File: src/rtl/pc_seq_pkg.sv
// Shared types for the fetch-side PC sequencer: FSM states, redirect causes
// and the halt-opcode field of the instruction word.
package pc_seq_pkg;

  typedef enum logic [1:0] {
    ST_BOOT   = 2'd0,
    ST_RUN    = 2'd1,
    ST_SQUASH = 2'd2,
    ST_HALT   = 2'd3
  } state_e;

  typedef enum logic [1:0] {
    CAUSE_NONE   = 2'd0,
    CAUSE_EXC    = 2'd1,
    CAUSE_BRANCH = 2'd2,
    CAUSE_JUMP   = 2'd3
  } cause_e;

  localparam int HALT_OP_MSB = 31;
  localparam int HALT_OP_LSB = 26;

  function automatic logic [5:0] halt_field(input logic [31:0] ir);
    return ir[HALT_OP_MSB:HALT_OP_LSB];
  endfunction

endpackage

File: src/rtl/pc_next_sel.sv
// Combinational next-PC priority mux: exception > branch > jump > halt > stall > PC+1.
// Halt detection is compiled in only when PC_SEQ_HALT_EN is defined.
module pc_next_sel
  import pc_seq_pkg::*;
#(
  parameter logic [31:0] EXC_VECTOR  = 32'h0000_0010,
  parameter logic [5:0]  HALT_OPCODE = 6'h3F
) (
  input  logic [31:0] pc,
  input  state_e      state,
  input  logic        stall,
  input  logic        exception,
  input  logic        branch_taken,
  input  logic [31:0] branch_target,
  input  logic        jump,
  input  logic [31:0] jump_target,
  input  logic [31:0] ir,
  output logic [31:0] next_pc,
  output cause_e      cause,
  output logic        halt_hit
);

  // NOTE: every output gets a default first so no path through the block
  // leaves a value unassigned, which would infer a latch.
  always_comb begin
    cause    = CAUSE_NONE;
    halt_hit = 1'b0;
    next_pc  = pc;

    // A halted core only listens to exceptions.
    if (exception)
      cause = CAUSE_EXC;
    else if (state != ST_HALT) begin
      if (branch_taken)
        cause = CAUSE_BRANCH;
      else if (jump)
        cause = CAUSE_JUMP;
    end

`ifdef PC_SEQ_HALT_EN
    halt_hit = (state == ST_RUN) && !stall && (cause == CAUSE_NONE) &&
               (halt_field(ir) == HALT_OPCODE);
`endif

    case (cause)
      CAUSE_EXC:    next_pc = EXC_VECTOR;
      CAUSE_BRANCH: next_pc = branch_target;
      CAUSE_JUMP:   next_pc = jump_target;
      default: begin
        if (state == ST_RUN && !stall && !halt_hit)
          next_pc = pc + 32'd1;
      end
    endcase
  end

`ifndef PC_SEQ_HALT_EN
  logic unused_ir;
  assign unused_ir = ^{ir, HALT_OPCODE};
`endif

endmodule

File: src/rtl/pc_sequencer.sv
// Program-counter owner for the fetch stage: sequencing, stalls, redirects with
// fetch bubbles, and (with PC_SEQ_HALT_EN defined) halt on HALT_OPCODE.
module pc_sequencer
  import pc_seq_pkg::*;
#(
  parameter logic [31:0] RESET_VECTOR     = 32'h0000_0000,
  parameter logic [31:0] EXC_VECTOR       = 32'h0000_0010,
  parameter int unsigned REDIRECT_BUBBLES = 1,
  parameter logic [5:0]  HALT_OPCODE      = 6'h3F
) (
  input  logic        clock,
  input  logic        reset,
  input  logic        stall,
  input  logic        exception,
  input  logic        branch_taken,
  input  logic [31:0] branch_target,
  input  logic        jump,
  input  logic [31:0] jump_target,
  input  logic [31:0] ir,
  output logic [31:0] pc,
  output logic [31:0] pc_m1,
  output logic        fetch_valid,
  output logic        flush,
  output logic        halted
);

  localparam logic [2:0] BUBBLES = 3'(REDIRECT_BUBBLES);

  state_e      state_q, state_d;
  logic [2:0]  cnt_q, cnt_d;
  logic [31:0] next_pc;
  cause_e      cause;
  logic        halt_hit;

  pc_next_sel #(
    .EXC_VECTOR  (EXC_VECTOR),
    .HALT_OPCODE (HALT_OPCODE)
  ) u_next_sel (
    .pc            (pc),
    .state         (state_q),
    .stall         (stall),
    .exception     (exception),
    .branch_taken  (branch_taken),
    .branch_target (branch_target),
    .jump          (jump),
    .jump_target   (jump_target),
    .ir            (ir),
    .next_pc       (next_pc),
    .cause         (cause),
    .halt_hit      (halt_hit)
  );

  always_comb begin
    state_d = state_q;
    cnt_d   = cnt_q;
    if (cause != CAUSE_NONE) begin
      // Any redirect restarts the bubble window with the new target.
      state_d = (BUBBLES == 3'd0) ? ST_RUN : ST_SQUASH;
      cnt_d   = BUBBLES;
    end else begin
      case (state_q)
        ST_BOOT: state_d = ST_RUN;
        ST_RUN: begin
          if (halt_hit)
            state_d = ST_HALT;
        end
        ST_SQUASH: begin
          cnt_d = (cnt_q == 3'd0) ? 3'd0 : cnt_q - 3'd1;
          if (cnt_q <= 3'd1)
            state_d = ST_RUN;
        end
        ST_HALT: state_d = ST_HALT;
        default: state_d = ST_BOOT;
      endcase
    end
  end

  // NOTE: sequential state uses non-blocking assignments so every register
  // samples pre-edge values, independent of statement order.
  always_ff @(posedge clock) begin
    if (reset) begin
      state_q     <= ST_BOOT;
      cnt_q       <= 3'd0;
      pc          <= RESET_VECTOR;
      fetch_valid <= 1'b0;
      flush       <= 1'b0;
      halted      <= 1'b0;
    end else begin
      state_q     <= state_d;
      cnt_q       <= cnt_d;
      pc          <= next_pc;
      fetch_valid <= (state_d == ST_RUN);
      flush       <= (cause != CAUSE_NONE);
      halted      <= (state_d == ST_HALT);
    end
  end

  assign pc_m1 = pc + 32'd1;

endmodule
File: config.mk
export PLATFORM = sky130hd
export DESIGN_NAME = pc_sequencer
export DESIGN_NICKNAME = d
export VERILOG_FILES = /design/src/rtl/pc_seq_pkg.sv /design/src/rtl/pc_next_sel.sv /design/src/rtl/pc_sequencer.sv
export SDC_FILE = /design/constraint.sdc
export NUM_CORES = 1
export LEC_CHECK = 0
export ABC_AREA = 1
export BUFFER_PORTS_ARGS = -buffer_cell sky130_fd_sc_hd__buf_2
export CAP_MARGIN = 20
export CORE_MARGIN = 3
export CORE_UTILIZATION = 49
export DETAILED_ROUTE_END_ITERATION = 12
export GPL_ROUTABILITY_DRIVEN = 0
export PLACE_DENSITY = 0.94
export SKIP_LAST_GASP = 1
export SLEW_MARGIN = 20
export SYNTH_ARGS = -nofsm -noshare
export SYNTH_HDL_FRONTEND = slang
export SYNTH_SLANG_ARGS = --single-unit
export TNS_END_PERCENT = 30
File: constraint.sdc
create_clock -name clock -period 3.7 [get_ports clock]
set_clock_uncertainty 0.05 [all_clocks]
set_input_delay 1.11 -clock clock [delete_from_list [all_inputs] [get_ports clock]]
set_output_delay 1.11 -clock clock [all_outputs]
set_load 0.02 [all_outputs]
==> impl_metrics.ini <==
[synthesis]
synth_top_cell_by_area = dfxtp_1
synth_seq_cells = 40
netlist_top_cells_count = nand2_1, inv_1, nor2_1
syn_nets = 627
synth_area_leaders = dfxtp_1, nand2_1, a22o_1, inv_1, o21ai_0
synth.most_common_cell = nand2_1
seq_area_frac_synth_pct = 25.32
syn_inst = 517
netlist_area_um2 = 3163
synth_warnings = 0
synthArstFlopShare_pct = 0
netlist-cell-type-count = 25
synth-edff-count = 0
synth_top_cell_area_share_pct = 25.32
syn_avg_cell_area_um2 = 6.118
ys.flop_type = dfxtp_1

[cells_and_area]
syn2layout_area_growth_pct = 26.58
fill_cells = 544
antenna_cells = 0
layout-drive-gt1-share_pct = 26.98
fin_nets = 754

[sta]
fin_tns_setup_ns = 0
finalHoldViolations = 0
finalCritPeriodShare_pct = 83.38
rsz0062_at_grt = false
worstMarginPinSlew_ns = 0.4612
final_max_slew_viol_count = 0
finalSetupViolations = 0
whs_ns = 0.4850
relSlewSlack_pct = 69.25
fmax_mhz = 324.1
layout_min_cycle_time_ns = 3.085

[critical_path]
reg2reg_depth = 9
cp_max_fo = 5
cp_num_cells = 8
crit_type = reg2out
cpMostUsedCell = nand2_1
crit_path_max_incr_delay_ns = 0.41
critPathSlowestCell = dfxtp_1
cp-start-kind = register
required_ns = 2.54
worstPathCellList = ha_1 > nand2_1 > nor2_2 > nand2_1 > nor2_4 > nand3b_1 > nand2_1 > buf_2
end_kind = output pin
crit_buf_inv = 1
critPathTopFamily = simple AND/OR/NAND/NOR gates
worstPathArrival_ns = 1.93

[grt]
grt_pass1_wl_um = 15210
grt_max_degree = 41
grt_use_total_pct = 24.47
grt_pass1_vias = 3408
grt_overflow = 0
antenna_found_initial = 0

[detailed_routing]
wirelength_um = 9463
postRouteAntennaNets = 0
drtIter0Drc = 235
drc = 0
via_per_inst = 5.297
first_pass_iters = 7
vias = 3814
wire_per_inst_um = 13.14

[floorplan]
core_region_area_um2 = 6096
die_x_um = 86.35
die_area_um2 = 7455
rows = 28
num_io_pins = 169
start_util_pct = 51.89
die_h_um = 86.35

[clock_tree]
post_cts_resized = 0
ctsHtreeMaxLevel = 2
cts_sinks = 40
holdBufCountCts = 0
cts_tree = yes
clk_pin_slew_ns = 0.08
clock_latency_ns = 0.29
cts_setup_buffers = 0
clk_path_buf_depth = 2
clockRootBuffer = clkbuf_8
cts_buffers = 5

[placement]
dp_hpwl_um = 7431
io_buffers = 136

[power]
peakVddDrop_uv = 218.6
p_leak_nw = 2.032
power_density_nw_per_um2 = 345.1

[outcome]
status = complete, no violations

[min_path]
hold_depth = 2
holdCritPathClass = reg2reg

[run]
maxCapViolCount = 0
-- state kept, by name, indices dropped and copies added (netlist names) --
| signal | flops |
|---|---|
| flush | 1 |
| cnt_q | 3 |
| state_q | 2 |
| fetch_valid | 1 |
| pc | 32 |
| halted | 1 |
-- cell type report --
cell class	instances	area [um2]	area share [%]
multi-input combinational	399	2068	51.66
sequential	40	800.8	20.00
timing repair buffer	142	738.2	18.44
inverter	56	210.2	5.250
tap	75	93.84	2.344
clock buffer	6	82.58	2.063
clock inverter	2	10.01	0.2500
-- worst paths after layout --
kind,start,to,slack [ns]
max reg2reg,state_q[0]$_SDFF_PP0_,pc[17]$_SDFFE_PP0P_,1.27
max,pc[1]$_SDFFE_PP0P_,pc_m1[22],0.61
min,cnt_q[1]$_SDFFE_PP0P_,cnt_q[1]$_SDFFE_PP0P_,0.49
min reg2reg,cnt_q[1]$_SDFFE_PP0P_,cnt_q[1]$_SDFFE_PP0P_,0.49
-- cell usage in the layout, fill, tap and decap left out, drive strengths merged, types with 8 or more instances in the layout --
master / n
nand3: 18
dfxtp: 40
a22o: 28
xor2: 9
a31oi: 8
buf: 142
ha: 8
o21ai: 38
nor2: 58
nand2: 189
inv: 55
a21oi: 27
-- metal layers --
metal	global-route usage [%]	vias to the layer above	share of wire, %
met3	4.658	6	7.6
met5	0	-	0
met4	3.258	0	0.33
met2	44.44	138	50
met1	30.70	1761	42
li1	-	1909	-
-- worst register-to-register path: stages (launching register included) --
cell and delay (ns):
dfxtp_1 0.36, nand2_1 0.13, a31oi_1 0.35, inv_1 0.14, ha_1 0.24, nor2_1 0.19, nand2_2 0.29, buf_12 0.28
o21ai_0 0.21, a21oi_1 0.08
-- cells by family after synthesis --
| kind of cell | after synthesis | synth area share (%) |
|---|---|---|
| buf+inv | 78 | 9.375 |
| xor+xnor | 15 | 5.578 |
| simple gates | 273 | 36.43 |
| flops | 40 | 25.32 |
| fa+ha+maj | 8 | 3.165 |
| compound gates | 103 | 20.13 |
-- report_power, final --
| group | internal (mW) | total, mW | switching (mW) |
|---|---|---|---|
| Clock | 0.149 | 0.306 | 0.157 |
| Combinational | 0.191 | 0.525 | 0.334 |
| Sequential | 0.478 | 0.550 | 0.0717 |
-- metrics by stage --
| step | worst slack, ns | cell area [um2] | instances | util, % | total power, mW |
|---|---|---|---|---|---|
| floorplan | 0.9789 | 3163 | 517 | - | 0.8862 |
| global placement | 0.6481 | 3911 | 712 | 64.16 | 1.066 |
| detailed placement | 0.5212 | 3911 | 712 | 64.16 | 1.082 |
| CTS | 0.6122 | 4004 | 720 | 65.68 | 1.388 |
| global route | 0.4821 | 4004 | 720 | 65.68 | 1.463 |
| finish | 0.6150 | 4004 | 720 | 65.68 | 1.382 |
No activity file was read; power rests on OpenSTA's default activity.
